$ cat src/rtl/pll_lock_reset_seq.sv
// PLL power/lock sequencer: drives POWERDOWN, synchronises LOCK and holds the SDRAM controller in reset until lock is stable.
// Optional macro PLL_LOCK_GLITCH_FILTER_EN: lock loss in STABLE/RUN needs 4 consecutive low cycles of synced LOCK.
module pll_lock_reset_seq #(
    parameter int LOCK_STABLE_CYCLES  = 1024,
    parameter int LOCK_TIMEOUT_CYCLES = 65535,
    parameter int PD_MIN_CYCLES       = 16,
    parameter int CNT_W               = 8
) (
    input  logic             HCLK,
    input  logic             HRESETN,
    input  logic             LOCK,
    input  logic             PD_REQ,
    output logic             POWERDOWN,
    output logic             SDR_RESETN,
    output logic             READY,
    output logic             PD_ACK,
    output logic             LOCK_TIMEOUT,
    output logic [CNT_W-1:0] LOCK_LOSS_CNT
);

    localparam int STABLE_W = $clog2(LOCK_STABLE_CYCLES + 1);
    localparam int TO_W     = $clog2(LOCK_TIMEOUT_CYCLES + 1);
    localparam int PD_W     = $clog2(PD_MIN_CYCLES + 1);

    localparam logic [STABLE_W-1:0] STABLE_LAST = STABLE_W'(LOCK_STABLE_CYCLES);
    localparam logic [TO_W-1:0]     TO_LAST     = TO_W'(LOCK_TIMEOUT_CYCLES - 1);
    localparam logic [PD_W-1:0]     PD_LAST     = PD_W'(PD_MIN_CYCLES - 1);

    typedef enum logic [2:0] {
        PWRDN,
        WAIT_LOCK,
        STABLE,
        RUN,
        DRAIN
    } state_t;

    state_t state;
    state_t state_next;

    logic                lock_meta;
    logic                lock_s;
    logic                lock_lost;
    logic [STABLE_W-1:0] stable_cnt;
    logic [TO_W-1:0]     to_cnt;
    logic [PD_W-1:0]     pd_cnt;
    logic                stable_done;
    logic                timeout_hit;
    logic                pd_done;

    logic             powerdown_d;
    logic             sdr_resetn_d;
    logic             ready_d;
    logic             pd_ack_d;
    logic             lock_timeout_d;
    logic [CNT_W-1:0] loss_cnt_d;

    // LOCK is meaningless while the PLL is powered down, so the synchroniser is
    // flushed in PWRDN and every relock starts from a clean low.
    always_ff @(posedge HCLK or negedge HRESETN) begin
        if (!HRESETN) begin
            lock_meta <= 1'b0;
            lock_s    <= 1'b0;
        end else if (state == PWRDN) begin
            lock_meta <= 1'b0;
            lock_s    <= 1'b0;
        end else begin
            lock_meta <= LOCK;
            lock_s    <= lock_meta;
        end
    end

`ifdef PLL_LOCK_GLITCH_FILTER_EN
    logic [1:0] low_cnt;

    always_ff @(posedge HCLK or negedge HRESETN) begin
        if (!HRESETN) begin
            low_cnt <= 2'd0;
        end else if (lock_s) begin
            low_cnt <= 2'd0;
        end else if (low_cnt != 2'd3) begin
            low_cnt <= low_cnt + 2'd1;
        end
    end

    assign lock_lost = !lock_s && (low_cnt == 2'd3);
`else
    assign lock_lost = !lock_s;
`endif

    assign stable_done = (stable_cnt == STABLE_LAST);
    assign timeout_hit = (to_cnt == TO_LAST);
    assign pd_done     = (pd_cnt == PD_LAST);

    always_ff @(posedge HCLK or negedge HRESETN) begin
        if (!HRESETN) begin
            state <= PWRDN;
        end else begin
            state <= state_next;
        end
    end

    // A power-down request always beats lock events, so a simultaneous lock
    // drop in RUN is never counted as a loss.
    always_comb begin
        state_next = state;
        case (state)
            PWRDN: begin
                if (pd_done && !PD_REQ) begin
                    state_next = WAIT_LOCK;
                end
            end
            WAIT_LOCK: begin
                if (PD_REQ) begin
                    state_next = DRAIN;
                end else if (lock_s) begin
                    state_next = STABLE;
                end else if (timeout_hit) begin
                    state_next = PWRDN;
                end
            end
            STABLE: begin
                if (PD_REQ) begin
                    state_next = DRAIN;
                end else if (lock_lost) begin
                    state_next = WAIT_LOCK;
                end else if (stable_done) begin
                    state_next = RUN;
                end
            end
            RUN: begin
                if (PD_REQ) begin
                    state_next = DRAIN;
                end else if (lock_lost) begin
                    state_next = WAIT_LOCK;
                end
            end
            DRAIN: begin
                state_next = PWRDN;
            end
            default: begin
                state_next = PWRDN;
            end
        endcase
    end

    // Outputs are decoded from the next state so they register on the same edge as the state.
    always_comb begin
        powerdown_d    = (state_next != PWRDN);
        sdr_resetn_d   = (state_next == RUN);
        ready_d        = (state_next == RUN);
        pd_ack_d       = (state_next == PWRDN) && PD_REQ;
        lock_timeout_d = LOCK_TIMEOUT;
        loss_cnt_d     = LOCK_LOSS_CNT;
        if (state == WAIT_LOCK && state_next == PWRDN) begin
            lock_timeout_d = 1'b1;
        end
        if (state == RUN && state_next == WAIT_LOCK && LOCK_LOSS_CNT != '1) begin
            loss_cnt_d = LOCK_LOSS_CNT + CNT_W'(1);
        end
    end

    always_ff @(posedge HCLK or negedge HRESETN) begin
        if (!HRESETN) begin
            POWERDOWN     <= 1'b0;
            SDR_RESETN    <= 1'b0;
            READY         <= 1'b0;
            PD_ACK        <= 1'b0;
            LOCK_TIMEOUT  <= 1'b0;
            LOCK_LOSS_CNT <= '0;
        end else begin
            POWERDOWN     <= powerdown_d;
            SDR_RESETN    <= sdr_resetn_d;
            READY         <= ready_d;
            PD_ACK        <= pd_ack_d;
            LOCK_TIMEOUT  <= lock_timeout_d;
            LOCK_LOSS_CNT <= loss_cnt_d;
        end
    end

    // Each counter only runs while its state persists and restarts from zero on every entry.
    always_ff @(posedge HCLK or negedge HRESETN) begin
        if (!HRESETN) begin
            stable_cnt <= '0;
            to_cnt     <= '0;
            pd_cnt     <= '0;
        end else begin
            if (state == STABLE && state_next == STABLE) begin
                stable_cnt <= stable_cnt + 1'b1;
            end else begin
                stable_cnt <= '0;
            end

            if (state == WAIT_LOCK && state_next == WAIT_LOCK) begin
                to_cnt <= to_cnt + 1'b1;
            end else begin
                to_cnt <= '0;
            end

            if (state == PWRDN && state_next == PWRDN) begin
                if (!pd_done) begin
                    pd_cnt <= pd_cnt + 1'b1;
                end
            end else begin
                pd_cnt <= '0;
            end
        end
    end

endmodule
$ cat config.mk
export PLATFORM = sky130hd
export DESIGN_NAME = pll_lock_reset_seq
export DESIGN_NICKNAME = d
export VERILOG_FILES = /design/src/rtl/pll_lock_reset_seq.sv
export SDC_FILE = /design/constraint.sdc
export NUM_CORES = 1
export LEC_CHECK = 0
export BUFFER_PORTS_ARGS = -buffer_cell sky130_fd_sc_hd__buf_2
export CAP_MARGIN = 20
export CORE_ASPECT_RATIO = 0.5
export CORE_MARGIN = 8
export CORE_UTILIZATION = 25
export DETAILED_ROUTE_END_ITERATION = 10
export PLACE_DENSITY = 0.38
export SKIP_LAST_GASP = 1
export SLEW_MARGIN = 40
export SYNTH_ARGS = -nofsm -noshare
export SYNTH_HDL_FRONTEND = slang
export SYNTH_SLANG_ARGS = --single-unit
$ cat constraint.sdc
create_clock -name HCLK -period 1.88 [get_ports HCLK]
set_input_delay 0.094 -clock HCLK [delete_from_list [all_inputs] [get_ports HCLK]]
set_output_delay 0.094 -clock HCLK [all_outputs]
set_load 0.005 [all_outputs]
== Word-level counts from Yosys, hierarchy flattened ==
Index checks and enable logic that the tools add are counted.

* Mux-type cells: 16
* Equality and inequality tests: 11
* Reduce and logical (&&, ||, !) cells: 12
* Add/sub/neg operators: 4

{| class="wikitable"
|+ Operators with widths
! kind !! count
|-
| 2-to-1 mux 3 bit || 9
|-
| adder 16 x 1 -> 16 bit (second input constant) || 1
|-
| == test 16 bit (second input constant) || 1
|-
| 2-to-1 mux 16 bit || 1
|-
| == test 3 x 2 -> 1 bit (second input constant) || 4
|-
| one-hot mux 3 bit (4 select lines) || 1
|-
| adder 11 x 1 -> 11 bit (second input constant) || 1
|-
| == test 11 bit (second input constant) || 1
|-
| 2-to-1 mux 11 bit || 1
|-
| 2-to-1 mux 5 bit || 2
|-
| adder 8 x 1 -> 8 bit (second input constant) || 1
|-
| logical AND 1 bit || 8
|-
| != test 8 bit (second input constant) || 1
|-
| == test 3 x 1 -> 1 bit (second input constant) || 2
|-
| logical NOT 3 bit || 2
|-
| adder 5 x 1 -> 5 bit (second input constant) || 1
|-
| == test 5 x 4 -> 1 bit (second input constant) || 1
|-
| nonzero test 3 bit || 1
|-
| 2-to-1 mux 1 bit || 2
|-
| != test 2 bit (second input constant) || 1
|-
| logical NOT 1 bit || 1
|}

* Output and inout port bits: 13
* Logic and storage cells: 54
* Flip-flop bits (word level): 49
* Input bits: 4

== Longest topological paths before layout ==
* Depth after elaboration: 8
* Mapped depth: 8
* Depth with buffers taken out: 7

== Worst setup path after synthesis ==
OpenSTA, ideal clock, no wires.

* Path kind: register to register
* From: reg pd_cnt[0]
* To: reg pd_cnt[1]
* Clock period less this slack: 1.832 ns
* Path buffers: 1
* Slack: 0.048 ns
* Library setup time: 0.080 ns
* Cell stages (with the launch flop): 9
* Data required time: 1.800 ns
* Arrival time: 1.752 ns
* Cell sequence: dfrtp_1 -> ha_1 -> and3_1 -> ha_1 -> clkbuf_1 -> nand2_1 -> a21oi_1 -> o31a_4 -> nor3b_2

* Cells in the longest elaborated chain, start to end: 7
* Elaborated cells between the ends (all ways): 10
* Those cells by class: 1 x add/sub; 2 x eq/ne; 4 x mux; 3 x reduce/logical

{| class="wikitable"
|+ Ends and longest elaborated chain
! what !! RTL line !! source
|-
| start, declared || 45 || <nowiki>logic [PD_W-1:0] pd_cnt;</nowiki>
|-
| start signal, assigned || 201 || <nowiki>pd_cnt <= pd_cnt + 1'b1;</nowiki>
|-
| == test 5 x 4 -> 1 bit (*) || 92 || <nowiki>assign pd_done = (pd_cnt == PD_LAST);</nowiki>
|-
| logical AND 1 bit (*) || 108 || <nowiki>if (pd_done && !PD_REQ) begin</nowiki>
|-
| 2-to-1 mux 3 bit (*) || 108 ||
|-
| one-hot mux 3 bit (4 select lines) (*) || 106 || <nowiki>case (state)</nowiki>
|-
| named net state_next[0] || 38 || <nowiki>state_t state_next;</nowiki>
|-
| logical NOT 3 bit (*) || 199 || <nowiki>if (state == PWRDN && state_next == PWRDN) begin</nowiki>
|-
| logical AND 1 bit (*) || 199 ||
|-
| != test 2 bit (no line) or 2-to-1 mux 5 bit (tied branches) || - ||
|}

Mark *: on every way through the listed nets, which the timed path passes. The rest lies on a longest branch. The select of a mux whose other input is x is not followed.
A chain may end at the register's enable or synchronous reset.

== Final worst setup path ==
* From: reg to_cnt[10]
* To: reg pd_cnt[1]

* Cells in the longest elaborated chain, start to end: 8
* Elaborated cells between the ends (all ways): 9
* Those cells by class: 2 x eq/ne; 5 x mux; 2 x reduce/logical

{| class="wikitable"
|+ Ends and longest elaborated chain
! what !! RTL line !! source
|-
| start, declared || 44 || <nowiki>logic [TO_W-1:0] to_cnt;</nowiki>
|-
| start signal, assigned || 194 || <nowiki>to_cnt <= to_cnt + 1'b1;</nowiki>
|-
| == test 16 bit (*) || 91 || <nowiki>assign timeout_hit = (to_cnt == TO_LAST);</nowiki>
|-
| 2-to-1 mux 3 bit (*) || 117 || <nowiki>end else if (timeout_hit) begin</nowiki>
|-
| 2-to-1 mux 3 bit (*) || 115 || <nowiki>end else if (lock_s) begin</nowiki>
|-
| 2-to-1 mux 3 bit (*) || 113 || <nowiki>if (PD_REQ) begin</nowiki>
|-
| one-hot mux 3 bit (4 select lines) (*) || 106 ||
|-
| named net state_next[0] || 38 ||
|-
| logical NOT 3 bit (*) || 199 ||
|-
| logical AND 1 bit (*) || 199 ||
|-
| != test 2 bit (no line) or 2-to-1 mux 5 bit (tied branches) || - ||
|}

Mark *: on every way through the listed nets, which the timed path passes. The rest lies on a longest branch.

==> results.py <==
metrics = {
    "synthesis": {
        "synth_nets": 238,
        "synth_commonest_cells": "dfrtp_1, nor2_1, nand2_1, xor2_1, xnor2_1",
        "synth.distinct_cells": 36,
        "ys_warn_count": 0,
        "synth_compound_area_frac": 0.0376,
        "synthArstFlopShare": 1.00,
        "syn-mean-instance-area_um2": 10.4,
        "yosysMostFrequentCell": "dfrtp_1",
        "synth_top_family_by_area": "simple AND/OR/NAND/NOR gates",
        "synth_edf_count": 0,
        "synth_top_cell_by_area": "dfrtp_1",
        "synthXorXnorAreaFrac": 0.108,
        "synth_cells": 227,
        "synthMuxAreaShare": 0.0138,
        "ys.flop_type": "dfrtp_1",
        "yosys.area_share.simple": 0.258,
        "netlist_area_um2": 2360,
        "synth_top_area_frac": 0.520,
        "yosys_register_bits": 49,
        "synth_adder_area_share": 0.0371,
        "synth-seq-area-share": 0.520,
        "yosys-top-cells-area": "dfrtp_1, xor2_1, nor2_1, xnor2_1, ha_1",
    },
    "floorplan": {
        "die_y_um": 84.7,
        "rows": 25,
        "die_area_um2": 13000,
        "die_w_um": 153,
        "io_pins": 17,
        "start_util": 0.253,
        "fp.coreArea_um2": 9320,
    },
    "clocking": {
        "clk_pin_slew_ns": 0.07,
        "cts_setup_buffers": 0,
        "cts_tree": "done",
        "cts.sink_count": 49,
        "clock_latency_ns": 0.29,
        "cts_made_buffers": 5,
        "ctsLongestPathBuffers": 2,
        "h-tree-depth": 2,
        "cts_root_buf": "clkbuf_16",
    },
    "sta": {
        "hold_viol": 0,
        "finalCritPeriodShare": 0.928,
        "worst_pin_slew_ns": 0.546,
        "slew_headroom": 0.633,
        "timing.fmax_mhz": 573,
        "whs_ns": 0.0315,
        "skew_ns": 0.00568,
        "setup_violations": 0,
        "setup_tns_ns": 0,
        "rsz0062_at_grt": "false",
        "final_max_slew_viol_count": 0,
        "fin_crit_ns": 1.74,
    },
    "placed_design": {
        "globalplace.congestion": 0.742,
        "hpwl_mm": 3.48,
        "post_dp_cell_area_um2": 2670,
        "numPortBuffers": 16,
    },
    "flow_run": {
        "drv_cap": 0,
    },
    "power": {
        "irDropWorstVdd_mv": 0.296,
        "leakage_uw": 0.00128,
        "total_power_uw": 2480,
        "p_per_area_nw_per_um2": 871,
    },
    "worst_setup_path": {
        "required_ns": 2.09,
        "critPathCaptureType": "register",
        "critPathLaunchType": "register",
        "critical-path-top-delay-family": "simple AND/OR/NAND/NOR gates",
        "cpPeakStageDelay_ns": 0.43,
        "path_cells": "nand4_2 > nor4_4 > nor4_2 > o31a_4 > nor3b_2",
        "slowest_stage": "dfrtp_1",
        "path_class": "register to register",
        "path_max_fanout": 6,
        "timing.critical_path.buf_inv": 0,
        "cp.arrival_ns": 1.96,
    },
    "min_path": {
        "hp-class": "primary input to register",
    },
    "detailed_routing": {
        "initialDrtViolationCount": 82,
        "vias": 1645,
        "drt_first_pass_iters": 4,
        "remaining_drc_errors": 0,
        "drtAntennaViolNets": 0,
        "avgRoutedWirePerCell_um": 12.6,
        "postRouteWirelength_mm": 4.80,
        "via_per_inst": 4.33,
    },
    "finish": {
        "nFillCells": 959,
        "area_growth_pct": 20.5,
        "post-route-util": 0.305,
        "stdcell_area_um2": 2840,
        "nNetsFinal": 269,
        "multi_input_area_um2": 1090,
        "num_antenna_cells": 0,
        "regArea_um2": 1230,
        "drive_above_1_share": 0.193,
    },
    "global_route": {
        "grt_remaining_overflow": 0,
        "grt_pass1_vias": 1698,
        "antenna_found_initial": 0,
        "grt_max_degree": 28,
        "grt_util_all_layers": 0.0810,
        "grt_pass1_wl_mm": 8.53,
    },
    "status": {
        "status": "finished clean",
    },
}
## final timing paths
path / start / endpoint / cells past startpoint / slack (ns)
worst max-delay path: to_cnt[10]$_DFF_PN0_ / pd_cnt[1]$_DFFE_PN0P_ / 5 / 0.14
worst min-delay path: LOCK / lock_meta$_DFF_PN0_ / 2 / 0.03
worst max register to register: to_cnt[10]$_DFF_PN0_ / pd_cnt[1]$_DFFE_PN0P_ / 5 / 0.14
worst min register to register: LOCK_TIMEOUT$_DFFE_PN0P_ / LOCK_TIMEOUT$_DFFE_PN0P_ / 1 / 0.48
max in group asynchronous: HRESETN / stable_cnt[8]$_DFF_PN0_ / 3 / 1.01
min in group asynchronous: HRESETN / pd_cnt[4]$_DFFE_PN0P_ / 2 / 0.33
## per-layer routing
metal | global-route usage | routed length [µm] | vias to the layer above
met5 | 0 | 0 | -
met4 | 0.0318 | 59 | 0
met3 | 0.0246 | 104 | 5
met2 | 0.123 | 2010 | 14
met1 | 0.106 | 2620 | 794
li1 | - | - | 832
## where the power goes
part / switching [µW] / internal (µW)
combinational: 182 / 177
clock: 396 / 530
sequential: 56.2 / 1140
total: 634 / 1840
## metrics by stage
stage / cells / setup WS [ns]
3_3_place_gp: 371 / 0.104
4_1_cts: 380 / 0.0297
3_5_place_dp: 371 / 0.0385
2_1_floorplan: 227 / 0.0477
5_1_grt: 380 / 0.00594
6_report: 380 / 0.136
## flip-flops by register name, summed over array words and instances, names as in the netlist
name           count
LOCK_TIMEOUT       1
POWERDOWN          1
PD_ACK             1
LOCK_LOSS_CNT      8
stable_cnt        11
to_cnt            16
lock_s             1
lock_meta          1
READY              1
state              3
pd_cnt             5
## final cells by class
cell class                 count  share of cell area
clock buffer                   6              0.0489
clock inverter                 2             0.00484
inverter                      11              0.0145
multi-input combinational    163               0.382
sequential                    49               0.431
tap                          121              0.0533
timing repair buffer          28              0.0651
## repair_timing
| item | in CTS | in global routing |
|---|---|---|
| gates resized for setup | 0 | 2 |
| hold buffers | 1 | 0 |
| setup endpoints to repair | 0 | 9 |
| hold endpoints to repair | 22 | 0 |
## worst reg2reg max path: cells and delay by family, from the launching register on
family,cells,cell delay (ns)
and+or+nand+nor,4,0.84
DFF,1,0.43
AOI/OAI and AO/OA,1,0.40
## cells by family (layout without fill, tap and decap cells)
group,Yosys count,after routing
AND/OR/NAND/NOR,111,111
flip-flops,49,49
XOR/XNOR,29,29
buffers and inverters,15,47
AO/OA/AOI/OAI,13,13
adder cells (fa/ha/maj),7,7
multiplexers,3,3
## layout by cell type, fill, tap and decap left out, drive strengths merged, types with 2 or more instances in the layout
cell	instances
a21oi	4
and3	6
buf	27
clkbuf	6
clkinv	2
dfrtp	49
ha	7
inv	11
mux2	2
nand2	17
nand2b	2
nand3	10
nand3b	2
nand4	10
nor2	37
nor2b	4
nor3	7
nor3b	2
nor4	5
o21ai	6
or3	6
xnor2	12
xor2	17
No activity file was read; power rests on OpenSTA's default activity.
